### src/rtl/spectral_peak_detector.sv
// -----------------------------------------------------------------------------
// spectral_peak_detector
//
// Consumes a per-bin power stream (one FFT frame = FFT_SIZE samples, bin 0
// first) and, over the inclusive bin window BIN_LO..BIN_HI, reports the peak
// bin index, the peak power and the total window energy once per frame.
//
// Ports:
//   clk_in            system clock
//   rst_in            asynchronous active-high reset
//   power_data_in     unsigned 32-bit bin power
//   power_valid_in    power_data_in is valid
//   power_ready_out   a sample is accepted this cycle when valid is also high
//   result_ready_in   consumer takes the pending result
//   result_valid_out  result registers hold an unconsumed result
//   peak_bin_out      index of the maximum bin in the window (lowest on ties)
//   peak_power_out    power at peak_bin_out
//   energy_out        sum of power over the window
// -----------------------------------------------------------------------------
module spectral_peak_detector #(
    parameter int FFT_SIZE = 1024,
    parameter int BIN_LO   = 1,
    parameter int BIN_HI   = 511,
    localparam int BW      = $clog2(FFT_SIZE),
    localparam int EW      = 32 + BW
) (
    input  logic          clk_in,
    input  logic          rst_in,
    input  logic [31:0]   power_data_in,
    input  logic          power_valid_in,
    output logic          power_ready_out,
    input  logic          result_ready_in,
    output logic          result_valid_out,
    output logic [BW-1:0] peak_bin_out,
    output logic [31:0]   peak_power_out,
    output logic [EW-1:0] energy_out
);

    // Frame position and running (per-frame) accumulators
    logic [BW-1:0] r_bin_cnt;
    logic [31:0]   r_run_peak;
    logic [BW-1:0] r_run_idx;
    logic [EW-1:0] r_run_energy;

    // Result registers
    logic          r_res_valid;
    logic [BW-1:0] r_res_bin;
    logic [31:0]   r_res_peak;
    logic [EW-1:0] r_res_energy;

    logic          w_accept;
    logic          w_last;
    logic          w_in_win;
    logic          w_take;
    int            w_bin_int;
    logic [31:0]   w_peak_nx;
    logic [BW-1:0] w_idx_nx;
    logic [EW-1:0] w_energy_nx;

    // Signed view of the bin counter so window bounds of 0 or FFT_SIZE-1
    // do not turn into constant unsigned comparisons.
    assign w_bin_int = int'(r_bin_cnt);

    assign w_last   = (r_bin_cnt == BW'(FFT_SIZE - 1));
    // Ready depends only on registered state: stall the final bin of a frame
    // while the previous result is still waiting, so no result is overwritten.
    assign power_ready_out = !(r_res_valid && w_last);
    assign w_accept = power_valid_in && power_ready_out;

    assign w_in_win = (w_bin_int >= BIN_LO) && (w_bin_int <= BIN_HI);
    // The first window bin always seeds the peak; afterwards only a strictly
    // larger sample replaces it, which keeps the lowest index on ties.
    assign w_take   = w_in_win && ((w_bin_int == BIN_LO) || (power_data_in > r_run_peak));

    assign w_peak_nx   = w_take ? power_data_in : r_run_peak;
    assign w_idx_nx    = w_take ? r_bin_cnt     : r_run_idx;
    assign w_energy_nx = w_in_win ? (r_run_energy + EW'(power_data_in)) : r_run_energy;

    always_ff @(posedge clk_in or posedge rst_in) begin
        if (rst_in) begin
            r_bin_cnt    <= '0;
            r_run_peak   <= '0;
            r_run_idx    <= '0;
            r_run_energy <= '0;
            r_res_valid  <= 1'b0;
            r_res_bin    <= '0;
            r_res_peak   <= '0;
            r_res_energy <= '0;
        end else begin
            if (r_res_valid && result_ready_in) begin
                r_res_valid <= 1'b0;
            end
            if (w_accept) begin
                if (w_last) begin
                    // Frame end: publish (this overrides the clear above when
                    // a consume and a load land on the same edge) and restart.
                    r_bin_cnt    <= '0;
                    r_res_valid  <= 1'b1;
                    r_res_bin    <= w_idx_nx;
                    r_res_peak   <= w_peak_nx;
                    r_res_energy <= w_energy_nx;
                    r_run_peak   <= '0;
                    r_run_idx    <= '0;
                    r_run_energy <= '0;
                end else begin
                    r_bin_cnt    <= r_bin_cnt + BW'(1);
                    r_run_peak   <= w_peak_nx;
                    r_run_idx    <= w_idx_nx;
                    r_run_energy <= w_energy_nx;
                end
            end
        end
    end

    assign result_valid_out = r_res_valid;
    assign peak_bin_out     = r_res_bin;
    assign peak_power_out   = r_res_peak;
    assign energy_out       = r_res_energy;

endmodule

### config.mk
export PLATFORM = sky130hd
export DESIGN_NAME = spectral_peak_detector
export DESIGN_NICKNAME = d
export VERILOG_FILES = /design/src/rtl/spectral_peak_detector.sv
export SDC_FILE = /design/constraint.sdc
export NUM_CORES = 1
export LEC_CHECK = 0
export BUFFER_PORTS_ARGS = -buffer_cell sky130_fd_sc_hd__buf_2
export CORE_ASPECT_RATIO = 1.1
export CORE_UTILIZATION = 44
export CTS_CLUSTER_DIAMETER = 80
export CTS_CLUSTER_SIZE = 10
export DETAILED_ROUTE_END_ITERATION = 8
export PLACE_DENSITY_LB_ADDON = 0.2
export RECOVER_POWER = 50
export SETUP_SLACK_MARGIN = 0.3
export SYNTH_ARGS = -nofsm -noshare
export SYNTH_HDL_FRONTEND = slang
export SYNTH_SLANG_ARGS = --single-unit
### constraint.sdc
create_clock -name clk_in -period 10.3 [get_ports clk_in]
set_clock_uncertainty 0.1 [all_clocks]
set_input_delay 2.06 -clock clk_in [delete_from_list [all_inputs] [get_ports clk_in]]
set_output_delay 2.06 -clock clk_in [all_outputs]
set_load 0.01 [all_outputs]
---- Word level (Yosys, flattened, before mapping) ----
Cells that the tools add are included.
word-level totals
  output and inout bits ................... 86
  register bits after elaboration ......... 179
operators by class
  muxes and demuxes ....................... 10
  $lt $le $gt $ge ......................... 3
  equality and inequality tests ........... 2
  reductions and logical operators ........ 8
  add/subtract/negate cells ............... 2
operators with widths
  cell                                                                     count
  42-bit 2-to-1 mux                                                        2
  32-bit 2-to-1 mux                                                        2
  42-bit by 32-bit adder with 42-bit output                                1
  32-bit > comparator                                                      1
  10-bit 2-to-1 mux                                                        3
  10-bit by 1-bit adder with 10-bit output (second input constant)         1
  10-bit equality test (second input constant)                             1
  10-bit by 2-bit equality test with 1-bit output (second input constant)  1
  10-bit by 1-bit >= comparator with 1-bit output (second input constant)  1
  10-bit by 9-bit <= comparator with 1-bit output (second input constant)  1
  1-bit logical AND                                                        5
  1-bit 2-to-1 mux                                                         3
  2-bit AND reduction                                                      1
  1-bit logical NOT                                                        1
  1-bit logical OR                                                         1

---- Logic depth before layout (Yosys ltp) ----
Gate-level depths: netlist of run 1.
  depth after elaboration ................. 5
  depth in mapped cells ................... 12
  depth with buffers taken out ............ 11

---- Worst setup path after synthesis of run 1 ----
No wires, ideal clock.
  path kind ............................... input to register
  start ................................... input power_data_in[0]
  end ..................................... register r_run_energy[38]
  setup time .............................. 126 ps
  buffers on the path ..................... 0
  arrival ................................. 4508 ps
  cell stages on the path ................. 10
  setup slack ............................. 5566 ps
  path through ............................ ha_1 fa_1 a21o_1 a221oi_4 o311ai_4 o2111ai_2 o21bai_1 or4_1 and3_1 a221o_1
on the way
  cells in the longest elaborated chain, start to end .. 3
RTL lines
  element                                    line  text
  from (decl)                                29    input logic [31:0] power_data_in,
  42-bit by 32-bit adder with 42-bit output  77    assign w_energy_nx = w_in_win ? (r_run_energy + EW'(power_data_in)) : r_run_energy;
  42-bit 2-to-1 mux                          77
  42-bit 2-to-1 mux                          94    if (w_last) begin
  to (signal assigned)                       109   r_run_energy <= w_energy_nx;
  to (decl)                                  43    logic [EW-1:0] r_run_energy;
No other way between the ends.
A chain may end at the register's enable or synchronous reset.

---- Worst setup path in the final report of run 1 ----
  start ................................... register r_bin_cnt[3]
  end ..................................... register r_res_peak[13] (netlist: peak_power_out[13])
on the way
  cells in the longest elaborated chain, start to end .. 5
RTL lines
  element                                                                                  line  text
  from (decl)                                                                              40    logic [BW-1:0] r_bin_cnt;
  from (signal assigned)                                                                   106   r_bin_cnt <= r_bin_cnt + BW'(1);
  branches (longest 5 deep; another with 10-bit by 1-bit >= comparator with 1-bit output)  --
  to (signal assigned)                                                                     100   r_res_peak <= w_peak_nx;
  to (decl)                                                                                48    logic [31:0] r_res_peak;
Several ways; the timed one is not identified.

==> results of run 1 <==
power breakdown:
group          internal (W)  switching, W
registers          0.000945      0.000171
clock network      0.000374      0.000294
logic              0.000548      0.000810
total               0.00187       0.00128
metrics by stage:
stage	std cells	util, %	total power [W]
2_1_floorplan	1012	-	0.00208
3_3_place_gp	1379	49.6	0.00247
3_5_place_dp	1379	49.6	0.00249
4_1_cts	1411	52.5	0.00317
5_1_grt	1411	51.8	0.00338
6_report	1411	51.8	0.00314
final cells by class:
type	instances	area (µm²)	area share, %
multi-input cells	734	4620	42.7
flip-flops and latches	179	4480	41.4
repair buffers	130	562	5.20
clock buffers	19	453	4.19
well taps	285	357	3.30
inverters	51	193	1.78
clock inverters	13	146	1.35
cell families after synthesis:
family | count (synthesis) | synth area share, %
xor+xnor | 34 | 3.15
buf+inv | 99 | 4.01
compound gates | 288 | 20.6
flops | 179 | 47.4
mux | 1 | 0.119
simple gates | 343 | 15.6
fa+ha+maj | 68 | 9.08
worst max-delay path by stage:
stage | start | endpoint | slack [ns] | cells past startpoint
3_3_place_gp | power_data_in[23] | r_run_peak[6] | 5.24 | 11
5_1_grt | r_bin_cnt[3] | peak_power_out[13] | 3.21 | 5
3_5_place_dp | power_data_in[23] | r_run_peak[18] | 5.13 | 11
4_1_cts | power_data_in[23] | r_run_peak[18] | 5.58 | 11
6_report | r_bin_cnt[3] | peak_power_out[13] | 4.03 | 5
2_1_floorplan | rst_in | energy_out[0] | 3.28 | 1
registers in the layout (all words and copies together), names as in the netlist:
register and cells:
r_run_energy 42, r_run_idx 10, r_bin_cnt 10, energy_out 42, result_valid_out 1, peak_bin_out 10, peak_power_out 32, r_run_peak 32
layout by cell type, fill, tap and decap left out, drive strengths merged, types with 6 or more instances in the layout:
| cell type | count |
|---|---|
| nand2 | 204 |
| dfrtp | 179 |
| clkbuf | 106 |
| o21ai | 86 |
| ha | 67 |
| a22o | 58 |
| nor2 | 55 |
| inv | 54 |
| a21oi | 51 |
| buf | 43 |
| nand3 | 23 |
| xnor2 | 22 |
| a21o | 20 |
| nand4 | 19 |
| a31oi | 16 |
| xor2 | 12 |
| o211ai | 8 |
| o21a | 7 |
| o21bai | 7 |
| or4 | 6 |
| nor2b | 6 |
| and3 | 6 |
worst max-delay path, stage by stage, from the launching register on:
cell,delay (ns)
dfrtp_1,0.47
and4_1,0.29
nand4_1,0.16
o21ai_0,1.53
nand2_1,2.57
o21ai_0,0.88
synthesized netlist by cell type, drive strengths merged, types with 2 or more instances:
cell / instances / area [µm²]
o31a: 2 / 17.5
nand2b: 5 / 31.3
o21ai: 86 / 430
ha: 67 / 838
a22o: 58 / 508
a221o: 2 / 20.0
o31ai: 5 / 37.5
o311ai: 3 / 43.8
or2: 2 / 12.5
a211oi: 4 / 30.0
nor3: 5 / 25.0
nand3: 23 / 115
xnor2: 22 / 193
dfrtp: 179 / 4480
nand4: 19 / 119
and3: 6 / 37.5
buf: 7 / 32.5
and4: 2 / 17.5
a21o: 20 / 150
inv: 51 / 191
o211ai: 8 / 65.1
o22ai: 4 / 25.0
a21oi: 51 / 255
nor4: 3 / 18.8
a32o: 3 / 30.0
nand2: 204 / 766
a31oi: 16 / 100
and2: 3 / 18.8
o21bai: 7 / 52.6
clkbuf: 41 / 155
nor2: 55 / 206
o21a: 7 / 52.6
nor2b: 6 / 37.5
xor2: 12 / 105
a21boi: 2 / 15.0
or3: 2 / 12.5
or4: 6 / 45.0
metal layers:
metal	routed length, µm	track usage [%]	up-vias	part of all wire [%]
li1	-	-	3788	-
met5	0	0	-	0
met4	684	10.2	0	2.8
met2	11200	36.8	202	46
met1	11600	31.4	3749	47
met3	993	4.02	42	4.1
==> flow_summary.yaml, run 1 <==
status:
  outcome: "complete, but fails checks"
  violations: "capacitance limit, slew limit"
placement:
  gp_congestion: 0.860
  hpwl_mm: 16.9
  port_buffers: 121
  dp_slack_ns: 5.13
  placed_cell_area_um2: 10300
worst_hold_path:
  hold-path-cell-count: 2
  holdCritStartpoint: "r_run_idx[9]"
  hold_class: "reg -> reg"
  min_to: "peak_bin_out[9]"
cts:
  clk_path_buf_depth: 2
  cts_resized: 0
  cts_sinks: 179
  hold_buffers: 0
  htreeDepth: 4
  cts_tree: "built"
  cts_root_buffer: "clkbuf_16"
  clock_latency_ns: 0.44
  post-cts-setup-buffers: 0
  cts.clk_slew.worst_paths_ns: 0.07
  cts_inserted_buffers: 17
global_route:
  grt_pass1_wl_mm: 39.8
  global_route.usage.total_pct: 23.3
  grt_start_max_net_pins: 108
  first_global_vias: 7648
  grt_overflow: 0
  antenna_found_initial: 0
detailed_routing:
  dr.pass1.iters: 5
  vias: 7781
  drt_iter0_markers: 422
  wl_per_cell_um: 17.4
  via_per_inst: 5.51
  ant_nets: 0
  drt-total-wl_mm: 24.5
  drc: 0
timing:
  min_period_ns: 6.27
  fin_ws_ns: 4.03
  finalSetupViolations: 0
  fmax_mhz: 159
  slew_headroom_pct: -203
  max_slew.worst_pin.slew_ns: 4.52
  rsz0062_at_grt: "no"
  hold_ws_ns: 0.362
  post-route-period-util_pct: 60.9
  final_hold_viol_count: 0
  finalMaxSlewViolations: 251
  finalSetupTns_ns: 0
floorplanning:
  rows: 55
  die_x_um: 142
  die_area_um2: 22100
  start_util_pct: 45.3
  coreArea_um2: 20900
  io_pins: 122
  die_h_um: 156
worst_setup_path:
  cp_max_fo: 107
  cp.arrival_ns: 6.44
  r2r_cells: 5
  crit_type: "reg -> reg"
  worstPathRequired_ns: 10.47
  endpoint_kind: "flip-flop"
  reg2reg_to: "peak_power_out[13]"
  start_kind: "flip-flop"
  r2r_setup_slack_ns: 4.03
  timing.rr.start: "r_bin_cnt[3]"
layout:
  fillers: 1986
  stdcell_area_um2: 10800
  fin_nets: 1217
  drive_above_1_share_pct: 7.82
  area_delta_synth_final_pct: 14.3
  diodes: 0
synth:
  synth_edf_count: 0
  synthDistinctLibCells: 58
  syn_inst: 1012
  ys_seq_area_share_pct: 47.4
  syn_area_per_cell_um2: 9.34
  ys_warn_count: 0
  synthFlopType: "dfrtp_1"
  synth_seq_cells: 179
  synth_area_um2: 9450
  async_flop_share_pct: 100
  synth_nets: 1116
job:
  cap_violations: 4
pwr:
  max-vdd-ir-drop_uv: 133
  power_density_nw_per_um2: 291
  p_leak_nw: 5.14
Note: power is estimated with default switching activity, not from simulation.
==> run 2: changes to the inputs <==
- clock period: 10.3 -> 6 ns (I/O delays scaled with it)
==> run 2 against run 1 <==
  * The flow now finishes without violations
  * Global-route usage about the same
  * Sequential share of layout area decreased by 0.29 points
  * Combinational power up 73%
  * Via count down 1.7%
  * Critical endpoint is now r_run_energy[38]
  * Largest power group unchanged
==> flow_summary.yaml, run 2 (same netlist as run 1, synthesis figures left out) <==
status:
  outcome: "finished, final reports clean"
floorplanning:
  start_util_pct: 45.3
  die_area_um2: 22100
  io_pins: 122
  rows: 55
  die_x_um: 142
  die_h_um: 156
  coreArea_um2: 20900
cts:
  cts.clk_slew.worst_paths_ns: 0.07
  cts_root_buffer: "clkbuf_16"
  cts_tree: "built"
  clock_latency_ns: 0.44
  clk_path_buf_depth: 2
  cts_inserted_buffers: 17
  hold_buffers: 0
  htreeDepth: 4
  cts_resized: 0
  post-cts-setup-buffers: 0
  cts_sinks: 179
layout:
  final_common_cell: "nand2_1"
  regArea_um2: 4480
  fillers: 1994
  fin_nets: 1217
  area_delta_synth_final_pct: 15.2
  most-common-layout-cells: "203 x nand2_1, 179 x dfrtp_1, 84 x buf_2"
  multi_input_area_um2: 4640
  drive_above_1_share_pct: 12.4
  diodes: 0
worst_setup_path:
  worstPathRequired_ns: 6.22
  cp_cell_sequence: "buf_2 -> ha_1 -> fa_1 -> a21o_1 -> a221oi_4 -> o311ai_4 -> o2111ai_2 -> o21bai_1 -> or4_1 -> and3_1 -> a221o_1"
  r2r_setup_slack_ns: 2.66
  start_kind: "input port"
  endpoint_kind: "flip-flop"
  crit_family: "compound AO/OA/AOI/OAI gates"
  slowest_stage: "fa_1"
  cp_max_fo: 4
  worst-path-stages: 11
  timing.rr.start: "r_run_peak[23]"
  r2r_cells: 11
  critPathMaxStageDelay_ns: 0.43
  crit_type: "in -> reg"
  reg2reg_to: "r_run_peak[3]"
  crit_buf_inv: 1
  crit_path_start: "power_data_in[0]"
  cp-endpoint: "r_run_energy[38]"
  cp.arrival_ns: 4.03
global_route:
  grt_pass1_wl_mm: 40.0
  grt_start_max_net_pins: 180
  antenna_found_initial: 0
  grt_overflow: 0
  global_route.usage.total_pct: 23.3
  first_global_vias: 7640
pwr:
  clkPwrFrac_pct: 20.7
  pwr-share-seq_pct: 35.6
  p_sw_share_pct: 40.3
  p_switching_w: 0.00216
  power_density_nw_per_um2: 493
  max-vdd-ir-drop_uv: 279
  p_leak_nw: 5.32
  intPower_w: 0.00321
  pwr-share-comb_pct: 43.7
placement:
  dp_slack_ns: 1.73
  gp_congestion: 0.881
  hpwl_mm: 16.8
  port_buffers: 121
detailed_routing:
  drt_iter0_markers: 433
  ant_nets: 0
  drt-total-wl_mm: 24.1
  wl_per_cell_um: 17.1
  drc: 0
  vias: 7650
  dr.pass1.iters: 5
  via_per_inst: 5.43
timing:
  min_period_ns: 3.82
  slew_headroom_pct: 30.2
  fin_ws_ns: 2.18
  finalSetupTns_ns: 0
  post-route-period-util_pct: 63.7
  final_hold_viol_count: 0
  finalSetupViolations: 0
  finalMaxSlewViolations: 0
  fmax_mhz: 262
  rsz0062_at_grt: "no"
  max_slew.worst_pin.slew_ns: 1.05
worst_hold_path:
  hold-path-cell-count: 2
  hold_class: "reg -> reg"
job:
  cap_violations: 0
==> run 2: layout make-up <==
cell class	count	share of cell area [%]
Clock buffer	22	4.45
Sequential cell	179	41.1
Multi-Input combinational cell	734	42.6
Timing Repair Buffer	130	5.87
Clock inverter	9	0.850
Inverter	51	1.77
Tap cell	285	3.28
==> run 2: worst min-delay path by stage <==
| stage | startpoint | to | slack, ns |
|---|---|---|---|
| 4_1_cts | energy_out[18] | energy_out[18] | 0.37 |
| 3_3_place_gp | energy_out[18] | energy_out[18] | 0.35 |
| 5_1_grt | energy_out[31] | energy_out[31] | 0.40 |
| 3_5_place_dp | energy_out[40] | energy_out[40] | 0.35 |
| 2_1_floorplan | r_run_idx[9] | peak_bin_out[9] | 0.33 |
| 6_report | energy_out[40] | energy_out[40] | 0.36 |
==> run 2: worst min-delay path, stage by stage, from the launching register on <==
cell	delay, ns
dfrtp_1	0.34
nand2_1	0.05
nand2_1	0.05
==> run 2: per-stage QoR <==
| stage | cell area [µm²] | hold WS, ns | total power (W) | util, % | cells |
|---|---|---|---|---|---|
| after global routing | 10900 | 0.397 | 0.00579 | 52.2 | 1410 |
| after global placement | 10400 | 0.347 | 0.00425 | 49.7 | 1379 |
| after detailed placement | 10400 | 0.350 | 0.00428 | 49.7 | 1379 |
| final | 10900 | 0.362 | 0.00537 | 52.2 | 1410 |
| after CTS | 10900 | 0.365 | 0.00542 | 52.5 | 1410 |
| after floorplan | 9460 | 0.330 | 0.00358 | - | 1012 |
==> run 2: metal layers <==
layer	wire (µm)	track usage, %	vias to the layer above
met4	273	7.12	0
met2	11400	37.8	154
met3	927	4.08	21
met1	11500	31.8	3697
li1	-	-	3778
met5	0	0	-
==> run 2: power by group through the flow <==
stage	sequential, W	clock (W)	combinational [W]
6_report	0.00191	0.00111	0.00235
3_5_place_dp	0.00192	0	0.00236
2_1_floorplan	0.00194	0	0.00164
4_1_cts	0.00191	0.00114	0.00238
3_3_place_gp	0.00192	0	0.00233
5_1_grt	0.00197	0.00118	0.00265
==> run 3: changes to the inputs <==
- clock period: 6 -> 3.97 ns (I/O delays scaled with it)
==> run 3 against run 2 <==
  * The flow now finishes with violations (capacitance limit, slew limit)
  * Total power grew 52%
  * Cell area is 0.64% higher
  * Worst hold slack improved by 0.0016 ns
  * Sequential power rose by 51%
  * Clock-buffer cell count is 1 higher
  * Largest cell class unchanged
  * Largest power group unchanged
  * Highest routed layer unchanged
==> flow_summary.yaml, run 3 (same netlist as run 1, synthesis figures left out) <==
cts:
  clk_path_buf_depth: 2
  clock_latency_ns: 0.43
  cts_tree: "built"
  cts_sinks: 179
  cts_inserted_buffers: 17
  cts_root_buffer: "clkbuf_16"
  hold_buffers: 0
  cts_resized: 0
  post-cts-setup-buffers: 0
  htreeDepth: 4
  cts.clk_slew.worst_paths_ns: 0.07
timing:
  finalSetupViolations: 0
  final_hold_viol_count: 0
  finalMaxSlewViolations: 101
  max_slew.worst_pin.slew_ns: 1.78
  slew_headroom_pct: -18.9
  post-route-period-util_pct: 84.7
  rsz0062_at_grt: "no"
  fmax_mhz: 297
  finalSetupTns_ns: 0
  hold_ws_ns: 0.363
  min_period_ns: 3.36
  fin_ws_ns: 0.609
pwr:
  power_density_nw_per_um2: 743
  p_leak_nw: 5.34
  max-vdd-ir-drop_uv: 339
floorplanning:
  rows: 55
  die_x_um: 142
  io_pins: 122
  die_area_um2: 22100
  die_h_um: 156
  coreArea_um2: 20900
  start_util_pct: 45.3
layout:
  fin_nets: 1227
  diodes: 0
  area_delta_synth_final_pct: 15.9
  final_cell_count_no_fill: 1421
  fillers: 1950
  final_common_cell: "nand2_1"
  most-common-layout-cells: "203 x nand2_1, 179 x dfrtp_1, 81 x o21ai_0"
  drive_above_1_share_pct: 12.4
  final_util_pct: 52.6
global_route:
  first_global_vias: 7616
  global_route.usage.total_pct: 23.1
  grt_pass1_wl_mm: 39.8
  antenna_found_initial: 0
  grt_start_max_net_pins: 66
  grt_overflow: 0
job:
  cap_violations: 2
placement:
  numPlacedInstances: 1389
  dp_slack_ns: 0.161
  port_buffers: 121
  hpwl_mm: 17.2
  gp_congestion: 0.926
worst_setup_path:
  endpoint_kind: "flip-flop"
  slowest_stage: "fa_1"
  cp.arrival_ns: 3.58
  crit_family: "compound AO/OA/AOI/OAI gates"
  start_kind: "input port"
  critPathMaxStageDelay_ns: 0.41
  cp_max_fo: 4
  worstPathRequired_ns: 4.19
  crit_type: "in -> reg"
  cp_cell_sequence: "buf_2 -> ha_1 -> fa_1 -> a21o_1 -> a221oi_4 -> o311ai_4 -> o2111ai_2 -> o21bai_1 -> or4_1 -> and3_1 -> a221o_1"
  crit_buf_inv: 1
detailed_routing:
  vias: 7776
  drc: 0
  drt_iter0_markers: 603
  via_per_inst: 5.47
  ant_nets: 0
  dr.pass1.iters: 5
  wl_per_cell_um: 17.0
  drt-total-wl_mm: 24.1
status:
  outcome: "complete, but fails checks"
  violations: "capacitance limit, slew limit"
worst_hold_path:
  hold_class: "reg -> reg"
## run 3: path summary, 6_finish.rpt
check / depth (start not counted) / slack, ns / end / from
max: 11 / 0.61 / r_run_energy[38] / power_data_in[0]
min: 2 / 0.36 / peak_bin_out[9] / r_run_idx[9]
max reg2reg: 10 / 0.69 / r_run_energy[38] / r_run_energy[0]
min reg2reg: 2 / 0.36 / peak_bin_out[9] / r_run_idx[9]
max in group asynchronous: 3 / 1.15 / peak_bin_out[0] / rst_in
min in group asynchronous: 2 / 0.47 / peak_power_out[2] / rst_in
## run 3: report_power, final
| part | total [W] | internal (W) | switching [W] |
|---|---|---|---|
| clock | 0.00168 | 0.000940 | 0.000737 |
| combinational | 0.00357 | 0.00148 | 0.00209 |
| sequential | 0.00289 | 0.00245 | 0.000440 |
| total | 0.00814 | 0.00487 | 0.00327 |
## run 3: per-stage QoR
step | power (W) | area, µm²
detailed placement | 0.00652 | 10500
floorplan | 0.00541 | 9460
global placement | 0.00646 | 10500
global route | 0.00877 | 11000
CTS | 0.00823 | 11000
finish | 0.00814 | 11000
## run 3: per-layer routing
metal / share of wire [%] / GRT usage (%) / vias to the layer above
li1: - / - / 3801
met1: 47 / 30.8 / 3743
met2: 47 / 38.3 / 199
met3: 4.3 / 4.17 / 33
met4: 1.9 / 7.07 / 0
met5: 0 / 0 / -
## run 3: layout make-up
class / instances / area [µm²] / share of cell area, %
clock buffer: 23 / 488 / 4.45
sequential: 179 / 4480 / 40.9
clock inverter: 9 / 93.8 / 0.856
timing repair buffer: 140 / 711 / 6.49
multi-input combinational: 734 / 4640 / 42.3
tap: 285 / 357 / 3.25
inverter: 51 / 193 / 1.76
## run 3: worst reg2reg max path: stages (launching register included)
cell and delay (ns):
dfrtp_1 0.41, ha_1 0.22, fa_1 0.41, a21o_1 0.22, a221oi_4 0.38, o311ai_4 0.20, o2111ai_2 0.24, o21bai_1 0.13
or4_1 0.40, and3_1 0.19, a221o_1 0.29
